===== src/rtl/bf16_addsub_seq.sv =====
// Multi-cycle bfloat16 add/subtract: capture, align, add, normalize, then hold
// the packed result on a valid/ready handshake. One operation in flight.
module bf16_addsub_seq #(
  parameter int EXP_W = 8,
  parameter int MAN_W = 7,
  parameter int GRD_W = 3
) (
  input  logic                 clk,
  input  logic                 rst_n,
  input  logic                 in_valid,
  output logic                 in_ready,
  input  logic                 op_sub,
  input  logic [EXP_W+MAN_W:0] a,
  input  logic [EXP_W+MAN_W:0] b,
  output logic                 out_valid,
  input  logic                 out_ready,
  output logic [EXP_W+MAN_W:0] result,
  output logic                 out_zero,
  output logic                 out_ovf
);
  localparam int FW = EXP_W + MAN_W + 1;
  localparam int MW = MAN_W + 1 + GRD_W;
  localparam int SW = MW + 1;
  localparam logic [EXP_W-1:0] EXP_MAX     = '1;
  localparam logic [EXP_W-1:0] EXP_SAT_PRE = EXP_MAX - 1'b1;
  localparam logic [EXP_W-1:0] SHIFT_LIM   = EXP_W'(MW);

  typedef enum logic [2:0] {IDLE, ALIGN, ADD, NORM, DONE} state_t;
  state_t state, state_nxt;

  logic [FW-1:0]    op_a;
  logic [FW-2:0]    op_b;
  logic             sign_b_eff;
  logic [EXP_W-1:0] exp_w;
  logic [MW-1:0]    man_a, man_b;
  logic [SW-1:0]    sum;
  logic             sign_r;
  logic             ovf_r;

  logic [EXP_W-1:0] exp_a, exp_b, exp_diff;
  logic [MW-1:0]    ext_a, ext_b;
  logic             a_gt_b;
  logic             norm_zero, norm_right, norm_ready, norm_flush;

  // Zero-exponent operands with a nonzero fraction still get the hidden bit.
  always_comb begin
    exp_a    = op_a[FW-2:MAN_W];
    exp_b    = op_b[FW-2:MAN_W];
    ext_a    = {|op_a[FW-2:0], op_a[MAN_W-1:0], {GRD_W{1'b0}}};
    ext_b    = {|op_b[FW-2:0], op_b[MAN_W-1:0], {GRD_W{1'b0}}};
    a_gt_b   = exp_a > exp_b;
    exp_diff = a_gt_b ? (exp_a - exp_b) : (exp_b - exp_a);
  end

  always_comb begin
    norm_zero  = (sum == '0);
    norm_right = sum[SW-1];
    norm_ready = !sum[SW-1] && sum[SW-2];
    norm_flush = !norm_zero && !sum[SW-1] && !sum[SW-2] && (exp_w == '0);
  end

  always_ff @(posedge clk or negedge rst_n) begin
    if (!rst_n) begin
      state <= IDLE;
    end else begin
      state <= state_nxt;
    end
  end

  always_comb begin
    state_nxt = state;
    case (state)
      IDLE:    if (in_valid) state_nxt = ALIGN;
      ALIGN:   state_nxt = ADD;
      ADD:     state_nxt = NORM;
      NORM:    if (norm_zero || norm_ready || norm_flush) state_nxt = DONE;
      DONE:    if (out_ready) state_nxt = IDLE;
      default: state_nxt = IDLE;
    endcase
  end

  assign in_ready = (state == IDLE);

  always_ff @(posedge clk or negedge rst_n) begin
    if (!rst_n) begin
      op_a       <= '0;
      op_b       <= '0;
      sign_b_eff <= 1'b0;
      exp_w      <= '0;
      man_a      <= '0;
      man_b      <= '0;
      sum        <= '0;
      sign_r     <= 1'b0;
      ovf_r      <= 1'b0;
      out_valid  <= 1'b0;
      result     <= '0;
      out_zero   <= 1'b0;
      out_ovf    <= 1'b0;
    end else begin
      case (state)
        IDLE: begin
          if (in_valid) begin
            op_a       <= a;
            op_b       <= b[FW-2:0];
            sign_b_eff <= b[FW-1] ^ op_sub;
            ovf_r      <= 1'b0;
          end
        end
        ALIGN: begin
          exp_w <= a_gt_b ? exp_a : exp_b;
          if (a_gt_b) begin
            man_a <= ext_a;
            man_b <= (exp_diff >= SHIFT_LIM) ? '0 : (ext_b >> exp_diff);
          end else begin
            man_a <= (exp_diff >= SHIFT_LIM) ? '0 : (ext_a >> exp_diff);
            man_b <= ext_b;
          end
        end
        // Unlike signs subtract the smaller magnitude so the sum stays unsigned.
        ADD: begin
          if (op_a[FW-1] == sign_b_eff) begin
            sum    <= {1'b0, man_a} + {1'b0, man_b};
            sign_r <= op_a[FW-1];
          end else if (man_a > man_b) begin
            sum    <= {1'b0, man_a - man_b};
            sign_r <= op_a[FW-1];
          end else if (man_b > man_a) begin
            sum    <= {1'b0, man_b - man_a};
            sign_r <= sign_b_eff;
          end else begin
            sum    <= '0;
            sign_r <= 1'b0;
          end
        end
        NORM: begin
          if (norm_zero || norm_flush) begin
            result    <= '0;
            out_zero  <= 1'b1;
            out_ovf   <= 1'b0;
            out_valid <= 1'b1;
          end else if (norm_right) begin
            sum   <= sum >> 1;
            exp_w <= exp_w + 1'b1;
            if (exp_w == EXP_SAT_PRE) ovf_r <= 1'b1;
          end else if (norm_ready) begin
            result    <= ovf_r ? {sign_r, EXP_MAX, {MAN_W{1'b0}}}
                               : {sign_r, exp_w, sum[SW-3 -: MAN_W]};
            out_zero  <= 1'b0;
            out_ovf   <= ovf_r;
            out_valid <= 1'b1;
          end else begin
            sum   <= sum << 1;
            exp_w <= exp_w - 1'b1;
          end
        end
        DONE: begin
          if (out_ready) out_valid <= 1'b0;
        end
        default: ;
      endcase
    end
  end

endmodule


===== config.mk =====
export PLATFORM = sky130hd
export DESIGN_NAME = bf16_addsub_seq
export DESIGN_NICKNAME = d
export VERILOG_FILES = /design/src/rtl/bf16_addsub_seq.sv
export SDC_FILE = /design/constraint.sdc
export NUM_CORES = 1
export LEC_CHECK = 0
export ABC_AREA = 1
export BUFFER_PORTS_ARGS = -buffer_cell sky130_fd_sc_hd__buf_4
export CAP_MARGIN = 20
export CORE_ASPECT_RATIO = 0.5
export CORE_MARGIN = 8
export CORE_UTILIZATION = 63
export CTS_BUF_LIST = sky130_fd_sc_hd__clkbuf_2 sky130_fd_sc_hd__clkbuf_4 sky130_fd_sc_hd__clkbuf_8
export CTS_CLUSTER_DIAMETER = 40
export CTS_CLUSTER_SIZE = 16
export DETAILED_ROUTE_END_ITERATION = 12
export GPL_TIMING_DRIVEN = 0
export PLACE_DENSITY = 0.93
export SYNTH_ARGS = -nofsm -noshare
export SYNTH_HDL_FRONTEND = slang
export SYNTH_SLANG_ARGS = --single-unit

===== constraint.sdc =====
create_clock -name clk -period 3.3 [get_ports clk]
set_input_delay 0.66 -clock clk [delete_from_list [all_inputs] [get_ports clk]]
set_output_delay 0.66 -clock clk [all_outputs]
set_load 0.005 [all_outputs]

Word-level counts from Yosys, hierarchy flattened
Index checks and enable logic that the tools add are counted.

word-level totals
  bits of input ports = 37
  latch bits = 0
  output and inout port bits = 20
  bits in writable memories = 0
  memories = 0
  register bits = 98
  memory bits (read-only) = 0

cells by class
  eq/ne operators = 16
  $add $sub $neg = 7
  order comparisons = 4
  shift operators = 2
  div/mod/pow operators = 0
  muxes and demuxes = 44
  bitwise logic cells = 1
  reductions and logical operators = 28
  multipliers = 0

operators with widths
  operator               count
  $mux W11               6
  $mux W12               4
  $mux W16               3
  $mux W8                5
  $reduce_or A15 Y1      2
  $pmux W12 S2           1
  $gt A11 B11 Y1         2
  $shr A11 B8 Y11        2
  $sub A11 B11 Y11       2
  $mux W1                17
  $pmux W8 S2            1
  $sub A8 B8 Y8          2
  $mux W15               1
  $pmux W3 S5            1
  $add A11 B11 Y12       1
  $logic_not A12 Y1      1
  $ne A2 B2 Y1 const B   6
  $reduce_and A3 Y1      4
  $reduce_bool A2 Y1     5
  $mux W3                3
  $ne A3 B3 Y1 const B   3
  $add A8 B1 Y8 const B  1
  $eq A8 B8 Y1 const B   1
  $ge A8 B4 Y1 const B   1
  other kinds (17)       27

Longest topological paths before layout
Gate-level depths: netlist of the first run.

  depth after elaboration = 8
  depth in mapped cells = 22
  depth with buffers taken out = 21

Least setup slack after synthesis of the first run
Ideal clock, no wire load.

  path kind = flip-flop to flip-flop
  start = register op_a[7]
  end = register man_a[2]
  setup slack = 892 ps
  setup time = 116 ps
  period minus slack after synthesis = 2408 ps
  buffers on the path = 1
  stages on the path, launching flop included = 18
  data required time = 3184 ps
  arrival time = 2292 ps
  cell sequence = dfrtp_1 -> inv_1 -> ha_1 -> inv_1 -> fa_1 -> nand2_1 -> nand2_2 -> nand2_2 -> nand2_2 -> nand2_2 -> nand2_1 -> o21ai_2 -> clkbuf_1 -> nand3_1 -> nand3_1 -> nand3_1 -> nand2_1 -> nand2_1

between the ends
  word-level cells in the longest chain between the ends = 5
  elaborated cells between the ends (all ways) = 9
  classes of those cells = add/sub (2); order compare (2); shift (1); mux (3); reduce/logical (1)

ends and longest elaborated chain
  what                                                    line    text
  start: declaration                                      31      logic [FW-1:0] op_a;
  start signal: assignment                                86      op_a <= '0;
  start signal: assignment                                103     op_a <= a;
  $sub A8 B8 Y8 / $gt A8 B8 Y1 (equally long branches)    52, 51
  $mux W8                                                 52      exp_diff = a_gt_b ? (exp_a - exp_b) : (exp_b - exp_a);
  $ge A8 B4 Y1 / $shr A11 B8 Y11 (equally long branches)  115     man_a <= (exp_diff >= SHIFT_LIM) ? '0 : (ext_a >> exp_diff);
  $mux W11                                                115
  $mux W11 (*)                                            111     if (a_gt_b) begin
  end signal: assignment                                  112     man_a <= ext_a;
  end signal: assignment                                  115
  end: declaration                                        35      logic [MW-1:0] man_a, man_b;

Mark *: on every way between the ends. The rest lies on a longest branch, timed or not.
A chain may end at the register's enable or synchronous reset.

Worst setup path after layout of the first run
Same ends and word-level chain as after synthesis.

==> results by group, run 1 <==
Timing
  • Relative slew slack: 0.458
  • Worst Skew: 20.5 ps
  • Final setup TNS: 0 ps
  • Transition time at the pin with the least slew margin: 807 ps
  • Final Hold Fails: 0
  • Setup-failing EPs final: 0
  • Final worst path period share: 0.956
  • Fmax: 317 MHz
  • Max-slew violations: 0
  • RSZ-0062 raised after global routing: no
  • Minimum clock period: 3150 ps

Yosys
  • Post-synthesis register bit count: 98
  • Syn Std Cell Area: 7840 sq um
  • Main combinational cell family by area after synthesis: simple AND/OR/NAND/NOR gates
  • Post-Synth XOR/XNOR Area: 0.0302
  • Syn Area/Cell: 6.93 sq um
  • Ys Warns: 0
  • Top_reg_cell synth: dfrtp_1
  • Post-synthesis sequential area ratio: 0.313
  • Async SR Flop Fraction: 1.00
  • Synth Area in Compound Gates: 0.150
  • Area contributors post-synth: dfrtp_1 (31%), nand2_1 (15%), ha_1 (8.6%), inv_1 (6.6%), nand3_1 (5.6%)
  • Multiplexer share of the synthesized area: 0
  • Post-Synth Adder-Cell Area: 0.101
  • Cells after synthesis: 1131
  • Largest area contributor in the netlist: dfrtp_1
  • Share of the synthesized area in the top cell type: 0.313
  • Simple logic cell fraction of the synthesized area: 0.311
  • Mapped Nets: 1228
  • Netlist cell types: 47
  • Post-synth EDFFs: 0

Detailed routing
  • Vias after detailed routing: 8201
  • TritonRoute pass-1 iters: 5
  • DRC viols: 0
  • Final ANT Viol Nets: 0
  • Starting DRT DRC Count: 961
  • Routed WL: 24300 um
  • Vias per Instance: 5.99
  • Wirelength per Cell: 17.8 um

Critical path
  • Critical path peak fanout: 10
  • Crit end category: register
  • CP arrival: 3450 ps
  • CP required: 3590 ps
  • Startpoint Class: register
  • Setup Crit Path Kind: register to register
  • Worst reg-to-reg setup slack: 150 ps

Floorplanning
  • Core area: 12000 sq um
  • IO Pins: 57
  • Cell row count: 28
  • Die X: 174 um
  • Full die area: 16500 sq um
  • Die Y-Extent: 94.9 um
  • Initial core utilization: 0.654

Global routing
  • Vias in the first global route: 7679
  • First-pass GRT wire length: 39000 um
  • Initial antenna violation count: 0
  • Largest net degree at the start of global routing: 69
  • GRT overflow: 0
  • Gr usage total: 0.294

Clocking
  • Clock-pin slew on the worst setup and hold paths: 110 ps
  • CTS tree: yes
  • Post-CTS Setup Inserts: 0
  • Hold buffer count at CTS: 0
  • CTS buffer count: 9
  • Clock root buffer master: clkbuf_8
  • Clk_lat worst skew: 400 ps
  • Post-CTS sizing: 0
  • H-tree levels: 3
  • Clk sinks: 98
  • Clock tree buffer depth: 2

Run status
  • Status: finished clean

Flow run
  • Count of max-cap constraint violations: 0

Finish
  • Most common cell after layout, fill and taps aside: nand2_1
  • Layout cells sized above 1: 0.106
  • Most frequent cells in the layout: nand2_1 (312), inv_1 (137), dfrtp_1 (98)
  • Ant. Diodes: 0
  • Area delta synth->final: 10.9%
  • Layout Nets: 1296

Place
  • # port buffers: 56
  • Post-DP HPWL: 19500 um
  • Routability-driven placement congestion ratio: 0.967

Worst hold path
  • Hold WC Path Type: input pin to async pin
## flip-flops by register name, summed over array words and instances (netlist names)
name	count
exp_w	8
man_a	11
man_b	11
op_a	16
op_b	15
out_ovf	1
out_valid	1
out_zero	1
ovf_r	1
result	16
sign_b_eff	1
sign_r	1
state	3
sum	12
## kinds of logic after synthesis
| kind of cell | after synthesis |
|---|---|
| XOR/XNOR | 27 |
| buffers and inverters | 189 |
| adder cells (fa/ha/maj) | 60 |
| AO/OA/AOI/OAI | 204 |
| flip-flops | 98 |
| AND/OR/NAND/NOR | 553 |
## area by class of cell
| type | count | area (sq um) |
|---|---|---|
| multi-input cells | 844 | 4650 |
| fillers | 992 | 3280 |
| flip-flops and latches | 98 | 2450 |
| inverters | 147 | 552 |
| repair buffers | 57 | 448 |
| well taps | 165 | 206 |
| plain buffers | 42 | 190 |
| clock buffers | 9 | 124 |
| clock inverters | 7 | 78.8 |
## metrics by stage
step	utilization	worst slack (ps)	hold WS (ps)	area, sq um	std cells
finish	0.726	145	193	8700	1369
CTS	0.726	240	206	8700	1369
global route	0.726	5.62	226	8700	1369
detailed placement	0.709	269	483	8500	1353
global placement	0.707	312	464	8470	1352
floorplan	-	892	364	7840	1131
## path summary, 6_finish.rpt
kind                            from  cells past startpoint   endpoint
min                            rst_n                      1   op_a[13]
min reg2reg                result[1]                      2  result[1]
max                          op_a[7]                     17   man_a[2]
max in group asynchronous      rst_n                      2   man_b[0]
max reg2reg                  op_a[7]                     17   man_a[2]
min in group clk                b[2]                      3    op_b[2]
## Yosys cell counts, types with 3 or more instances
| cell | n |
|---|---|
| o21ai_1 | 6 |
| or2_2 | 4 |
| inv_1 | 137 |
| nand2_2 | 10 |
| nor4_1 | 10 |
| a31oi_1 | 9 |
| o22ai_1 | 9 |
| o21ai_0 | 66 |
| clkbuf_1 | 22 |
| buf_4 | 3 |
| a22oi_1 | 3 |
| nor2_2 | 5 |
| nor2_1 | 71 |
| ha_1 | 54 |
| nand4_1 | 40 |
| nor3_1 | 4 |
| a31o_2 | 3 |
| xnor2_1 | 6 |
| fa_1 | 6 |
| nand3_1 | 88 |
| a21oi_2 | 3 |
| buf_1 | 5 |
| xor2_1 | 21 |
| a21o_1 | 3 |
| dfrtp_1 | 98 |
| buf_2 | 11 |
| o21bai_1 | 5 |
| clkinv_1 | 4 |
| a221oi_1 | 7 |
| a21oi_1 | 72 |
| o211ai_1 | 7 |
| inv_2 | 6 |
| nand2_1 | 312 |
## worst max-delay path, cell delays in order (launching register included)
cell,delay [ps]
dfrtp_1,450
inv_1,100
ha_1,140
inv_1,80
fa_1,450
nand2_1,110
nand2_2,70
nand2_2,100
nand2_2,60
nand2_2,160
nand2_1,90
o21ai_2,140
clkbuf_1,450
nand3_1,200
nand3_1,120
nand3_1,120
nand2_1,150
nand2_1,60
## metal layers
| metal | track usage | share of wire |
|---|---|---|
| met4 | 0.0664 | 0.015 |
| met3 | 0.0733 | 0.099 |
| met5 | 0 | 0 |
| met1 | 0.414 | 0.46 |
| met2 | 0.450 | 0.42 |
Power of run 1 is not shown: default switching activity piles up to over one toggle a cycle in this logic, so the estimate is an artifact.
==> inputs of run 2 (changes only) <==
--- a/config.mk
+++ b/config.mk
@@ -10,13 +10,14 @@
 export CAP_MARGIN = 20
 export CORE_ASPECT_RATIO = 0.5
 export CORE_MARGIN = 8
-export CORE_UTILIZATION = 63
+export CORE_UTILIZATION = 50
 export CTS_BUF_LIST = sky130_fd_sc_hd__clkbuf_2 sky130_fd_sc_hd__clkbuf_4 sky130_fd_sc_hd__clkbuf_8
 export CTS_CLUSTER_DIAMETER = 40
 export CTS_CLUSTER_SIZE = 16
 export DETAILED_ROUTE_END_ITERATION = 12
 export GPL_TIMING_DRIVEN = 0
-export PLACE_DENSITY = 0.93
+export PLACE_DENSITY = 0.78
+export SETUP_SLACK_MARGIN = 0.1
 export SYNTH_ARGS = -nofsm -noshare
 export SYNTH_HDL_FRONTEND = slang
 export SYNTH_SLANG_ARGS = --single-unit
==> run 2 against run 1 <==
Against the previous run:
- via count fell by 2.8%
- flip-flop and latch count did not move
- die area rose by 22%
- register-to-register slack improved by 50 ps
- sequential share of layout area fell by 0.18 points
- first-iteration DRC count fell by 8.2%
==> results by group, run 2 (synthesis gave the netlist of run 1 again) <==
Run status
  • Status: finished clean

Detailed routing
  • Starting DRT DRC Count: 882 (-8.2%)
  • Final ANT Viol Nets: 0 (unchanged)
  • Vias after detailed routing: 7973 (-2.8%)
  • Vias per Instance: 5.66 (-5.5%)
  • Wirelength per Cell: 17.0 um (-4.6%)
  • Routed WL: 23900 um (-1.9%)
  • DRC viols: 0 (unchanged)
  • TritonRoute pass-1 iters: 6 (+1)

Clocking
  • Clock tree buffer depth: 2 (unchanged)
  • Post-CTS sizing: 0 (unchanged)
  • Clock root buffer master: clkbuf_8
  • Clock-pin slew on the worst setup and hold paths: 110 ps (about the same)
  • H-tree levels: 3 (unchanged)
  • Post-CTS Setup Inserts: 0 (unchanged)
  • CTS buffer count: 9 (unchanged)
  • CTS tree: yes
  • Hold buffer count at CTS: 0 (unchanged)
  • Clk sinks: 98 (unchanged)
  • Clk_lat worst skew: 390 ps (about the same)

Finish
  • Top flop regs: op_a: 16 flops, result: 16 flops, op_b: 15 flops
  • Filler cells: 1473 (+48%)
  • Core Util, Final: 0.569 (-0.157)
  • Most frequent cells in the layout: nand2_1 (311), inv_1 (137), dfrtp_1 (98)
  • Ant. Diodes: 0 (unchanged)
  • Layout cells sized above 1: 0.109 (+0.00249)
  • Area delta synth->final: 11.6%
  • Layout Nets: 1296 (unchanged)
  • Most common cell after layout, fill and taps aside: nand2_1

Timing
  • Minimum clock period: 3110 ps (-46.7 ps)
  • Worst setup margin: 192 ps (+46.7 ps)
  • Relative slew slack: 0.483 (+0.0246)
  • Max-slew violations: 0 (unchanged)
  • Worst Skew: 18.4 ps (-2.13 ps)
  • Transition time at the pin with the least slew margin: 771 ps (-36.6 ps)
  • Final Hold Fails: 0 (unchanged)
  • Setup-failing EPs final: 0 (unchanged)
  • Hold Slack: 175 ps (-17.8 ps)
  • Final setup TNS: 0 ps (unchanged)
  • RSZ-0062 raised after global routing: no
  • Fmax: 322 MHz (+1.5%)
  • Final worst path period share: 0.942 (-0.0142)

Place
  • # port buffers: 56 (unchanged)
  • Routability-driven placement congestion ratio: 0.979 (+1.2%)
  • Post-DP HPWL: 18800 um (-3.3%)
  • Post-Place Worst Slack: 163 ps (-106 ps)

Global routing
  • Largest net degree at the start of global routing: 74 (+7.2%)
  • Vias in the first global route: 7487 (-2.5%)
  • Initial antenna violation count: 0 (unchanged)
  • Gr usage total: 0.237 (-0.0565)
  • First-pass GRT wire length: 38900 um (-0.32%)
  • GRT overflow: 0 (unchanged)

Worst hold path
  • Hold WC Path Type: input pin to async pin

Floorplanning
  • IO Pins: 57 (unchanged)
  • Cell row count: 32 (+14%)
  • Initial core utilization: 0.510 (-0.144)
  • Full die area: 20200 sq um (+22%)
  • Core area: 15400 sq um (+28%)
  • Die X: 193 um (+11%)
  • Die Y-Extent: 105 um (+10%)

Flow run
  • Count of max-cap constraint violations: 0 (unchanged)

Critical path
  • Critical path peak fanout: 10 (unchanged)
  • Setup Crit Path Kind: register to register
  • Crit-path slowest cell: fa_1
  • Crit end category: register
  • Startpoint Class: register
  • Cell repeated most along the worst path: nand2_2
  • CP required: 3570 ps (-20 ps)
  • Max incr delay on CP: 460 ps (about the same)
  • Crit path buffers/inverters: 3 (unchanged)
  • Worst path cell trace: inv_1, ha_1, inv_1, fa_1, nand2_1, nand2_2, nand2_2, nand2_2, nand2_2, nand2_1, o21ai_2, clkbuf_2, nand3_1, a21oi_1, o21bai_1
  • Critical path's top delay family: simple AND/OR/NAND/NOR gates
  • CP arrival: 3370 ps (-80 ps)
## run 2: cell type report
class / count / area, sq um / area share
Multi-Input combinational cell: 844 / 4650 / 0.531
Sequential cell: 98 / 2450 / 0.280
Inverter: 147 / 552 / 0.0630
Timing Repair Buffer: 57 / 448 / 0.0512
Tap cell: 204 / 255 / 0.0292
Buffer: 42 / 193 / 0.0220
Clock buffer: 9 / 124 / 0.0141
Clock inverter: 7 / 81.3 / 0.00929
## run 2: routing by layer
layer | up-vias | global-route usage | wire [um]
met1 | 3704 | 0.355 | 11300
li1 | 3867 | - | -
met5 | - | 0 | 0
met3 | 41 | 0.0521 | 2300
met2 | 361 | 0.342 | 9870
met4 | 0 | 0.0529 | 363
## run 2: worst paths after layout
kind                                start   endpoint  slack [ps]  cells after the start
worst max-delay path              op_a[7]   man_a[6]         190                     15
worst min-delay path                rst_n    op_a[9]         180                      1
worst max register to register    op_a[7]   man_a[6]         190                     15
worst min register to register  result[4]  result[4]         490                      2
max in group asynchronous           rst_n      ovf_r        2430                      2
min in group clk                     b[2]    op_b[2]         450                      3
## run 2: metrics by stage
step | instances | instance area [sq um]
2_1_floorplan | 1131 | 7840
3_3_place_gp | 1391 | 8520
3_5_place_dp | 1392 | 8540
4_1_cts | 1408 | 8750
5_1_grt | 1408 | 8750
6_report | 1408 | 8750
Power of run 2 is left out for the same reason.
==> inputs of run 3 (changes only) <==
--- a/config.mk
+++ b/config.mk
@@ -5,7 +5,6 @@
 export SDC_FILE = /design/constraint.sdc
 export NUM_CORES = 1
 export LEC_CHECK = 0
-export ABC_AREA = 1
 export BUFFER_PORTS_ARGS = -buffer_cell sky130_fd_sc_hd__buf_4
 export CAP_MARGIN = 20
 export CORE_ASPECT_RATIO = 0.5
==> run 3 against run 2 <==
Against the previous run:
- count of clock-buffer cells in the layout rose by 2
- critical path depth shrank 2
- via count fell by 6.2%
- design area up 2.6%
- synthesized cell count decreased by 18%
- flip-flop and latch count did not move
- non-clock buffer count is 27 higher
- global-route usage down 0.71 points
- die area down 0.13%
==> results by group, run 3 <==
Detailed routing
  • Final ANT Viol Nets: 0 (unchanged)
  • TritonRoute pass-1 iters: 5 (-1)
  • DRC viols: 0 (unchanged)
  • Wirelength per Cell: 19.2 um (+14%)
  • Routed WL: 23300 um (-2.2%)
  • Starting DRT DRC Count: 773 (-12%)
  • Vias after detailed routing: 7478 (-6.2%)
  • Vias per Instance: 6.16 (+8.9%)

Yosys
  • Syn Area/Cell: 8.48 sq um (+22%)
  • Top_reg_cell synth: dfrtp_1
  • Netlist cell types: 70 (+49%)
  • Most common cell in the synthesized netlist: dfrtp_1
  • Share of the synthesized area in the top cell type: 0.313 (+0.000450)
  • Post-synthesis sequential area ratio: 0.313 (+0.000450)
  • Syn Std Cell Area: 7830 sq um (-0.14%)
  • Ys Warns: 0 (unchanged)
  • Largest area contributor in the netlist: dfrtp_1
  • Cells after synthesis: 923 (-18%)
  • Mapped Nets: 1020 (-17%)
  • Post-synthesis register bit count: 98 (unchanged)
  • Async SR Flop Fraction: 1.00 (unchanged)
  • Area contributors post-synth: dfrtp_1 (31%), ha_1 (8.6%), o21ai_0 (5.5%), a21oi_1 (4.6%), nand2_1 (4.6%)
  • Most instantiated cells after synthesis: dfrtp_1 (98), nand2_1 (95), o21ai_0 (86)
  • Post-synth EDFFs: 0 (unchanged)

Global routing
  • Gr usage total: 0.230 (-0.00713)
  • GRT overflow: 0 (unchanged)
  • Initial antenna violation count: 0 (unchanged)
  • Largest net degree at the start of global routing: 72 (-2.7%)
  • First-pass GRT wire length: 37800 um (-2.7%)
  • Vias in the first global route: 7059 (-5.7%)

Timing
  • Transition time at the pin with the least slew margin: 745 ps (-25.9 ps)
  • Minimum clock period: 3110 ps (+3.24 ps)
  • Worst Skew: 14.6 ps (-3.79 ps)
  • Relative slew slack: 0.501 (+0.0180)
  • Final Hold Fails: 0 (unchanged)
  • Setup-failing EPs final: 0 (unchanged)
  • Max-slew violations: 0 (unchanged)
  • Fmax: 321 MHz (-0.10%)
  • RSZ-0062 raised after global routing: yes
  • Final worst path period share: 0.943 (+0.000982)

Flow run
  • Count of max-cap constraint violations: 0 (unchanged)

Clocking
  • Clock tree buffer depth: 2 (unchanged)
  • Clk sinks: 98 (unchanged)
  • Clock-pin slew on the worst setup and hold paths: 100 ps (about the same)
  • CTS tree: yes
  • Clk_lat worst skew: 380 ps (about the same)
  • Clock root buffer master: clkbuf_8
  • H-tree levels: 3 (unchanged)
  • CTS buffer count: 9 (unchanged)

Finish
  • Layout cells sized above 1: 0.174 (+0.0656)
  • Most common cell after layout, fill and taps aside: dfrtp_1
  • Core Util, Final: 0.584 (+0.0146)
  • Ant. Diodes: 0 (unchanged)
  • Filler cells: 1401 (-4.9%)
  • Top flop regs: op_a: 16 flops, result: 16 flops, op_b: 15 flops
  • Layout Nets: 1101 (-15%)
  • Area delta synth->final: 14.7%
  • Storage cell area: 2450 sq um (about the same)
  • Final non-filler cell area: 8980 sq um (+2.6%)
  • Multi-input gate area: 5010 sq um (+7.9%)
  • Most frequent cells in the layout: dfrtp_1 (97), nand2_1 (95), o21ai_0 (84)
  • Non-Filler Instances: 1213 (-14%)

Floorplanning
  • Full die area: 20200 sq um (-0.13%)
  • Initial core utilization: 0.509 (-0.000732)
  • Die X: 193 um (about the same)
  • Core area: 15400 sq um (unchanged)
  • IO Pins: 57 (unchanged)
  • Cell row count: 32 (unchanged)
  • Die Y-Extent: 104 um (about the same)

Critical path
  • Worst path cell trace: inv_1, ha_1, buf_2, o21ai_1, nor2_2, o31a_4, mux2i_4, buf_6, buf_4, mux2i_1, mux2i_2, mux2i_1, o221ai_1
  • Cell repeated most along the worst path: mux2i_1
  • CP required: 3550 ps (-20 ps)
  • Setup Crit Path Kind: register to register
  • Startpoint Class: register
  • Max incr delay on CP: 420 ps (-40 ps)
  • Crit-path slowest cell: dfrtp_1
  • CP arrival: 3360 ps (about the same)
  • Crit end category: register
  • Critical path peak fanout: 10 (unchanged)

Place
  • Placed Area: 8530 sq um (-0.13%)
  • # port buffers: 56 (unchanged)
  • Post-DP HPWL: 17800 um (-5.6%)
  • Routability-driven placement congestion ratio: 0.960 (-2.0%)
  • Placed instance count: 1184 (-15%)

Worst hold path
  • Hold WC Path Type: input pin to async pin

Run status
  • Status: finished clean
run 3: cell types whose count changed in the layout (fill, tap and decap cells not counted), sizes merged, moves of 14 or more:
| cell | change |
|---|---|
| a21o | +15 |
| clkbuf | +19 |
| inv | -81 |
| mux2 | +23 |
| mux2i | +33 |
| nand2 | -228 |
| nand3 | -66 |
| nand4 | -32 |
| nor2 | -23 |
| o21ai | +14 |
| xor2 | -14 |
run 3: critical path: cells and delay by family, from the launching register on:
family	cells	cell delay, ps
flip-flops	1	420
adder cells (fa/ha/maj)	1	270
AO/OA/AOI/OAI	3	670
buffers and inverters	4	680
AND/OR/NAND/NOR	1	80
multiplexers	4	850
run 3: path summary, 6_finish.rpt:
path | end | startpoint | slack (ps) | cells after the start
hold reg to reg | result[12] | result[12] | 490 | 2
setup reg to reg | man_b[3] | op_a[13] | 190 | 13
max in group asynchronous | sum[7] | rst_n | 2410 | 2
hold / removal | op_a[1] | rst_n | 200 | 1
setup / recovery | man_b[3] | op_a[13] | 190 | 13
min in group clk | state[2] | out_ready | 460 | 2
run 3: per-layer routing:
layer,up-vias,wire length (um),part of all wire,track usage
met1,3634,10900,0.47,0.333
met3,31,1960,0.084,0.0469
met2,308,10200,0.44,0.346
met4,0,287,0.012,0.0508
li1,3505,-,-,-
met5,-,0,0,0
run 3: cell families (layout without fill, tap and decap cells):
logic type	after synthesis	after routing	synth area share
AOI/OAI and AO/OA	296	296	0.245
adders and majority gates	60	60	0.102
muxes	58	58	0.0842
xor gates and xnor gates	20	20	0.0243
buffers and inverters	120	206	0.0644
DFF	98	98	0.313
and+or+nand+nor	271	271	0.167
run 3: area by class of cell:
| class | instances | area share |
|---|---|---|
| Tap cell | 204 | 0.0284 |
| Clock buffer | 11 | 0.0169 |
| Sequential cell | 98 | 0.273 |
| Multi-Input combinational cell | 705 | 0.558 |
| Timing Repair Buffer | 72 | 0.0628 |
| Buffer | 54 | 0.0294 |
| Clock inverter | 5 | 0.00404 |
| Inverter | 64 | 0.0268 |
run 3: stage by stage:
| step | hold slack [ps] | setup TNS [ps] | setup WS, ps |
|---|---|---|---|
| CTS | 197 | 0 | 152 |
| floorplan | 364 | 0 | 383 |
| detailed placement | 471 | -723 | -220 |
| global route | 210 | 0 | 2.42 |
| finish | 199 | 0 | 189 |
| global placement | 466 | -952 | -250 |
run 3: timing repair:
item,in CTS,in global routing
buffers inserted,10,4
endpoints found under the hold margin,0,0
cloned,1,0
hold buffers,0,0
pin swaps,8,6
setup endpoints to repair,24,29
gates resized for setup,10,32
Power of run 3 is left out for the same reason.
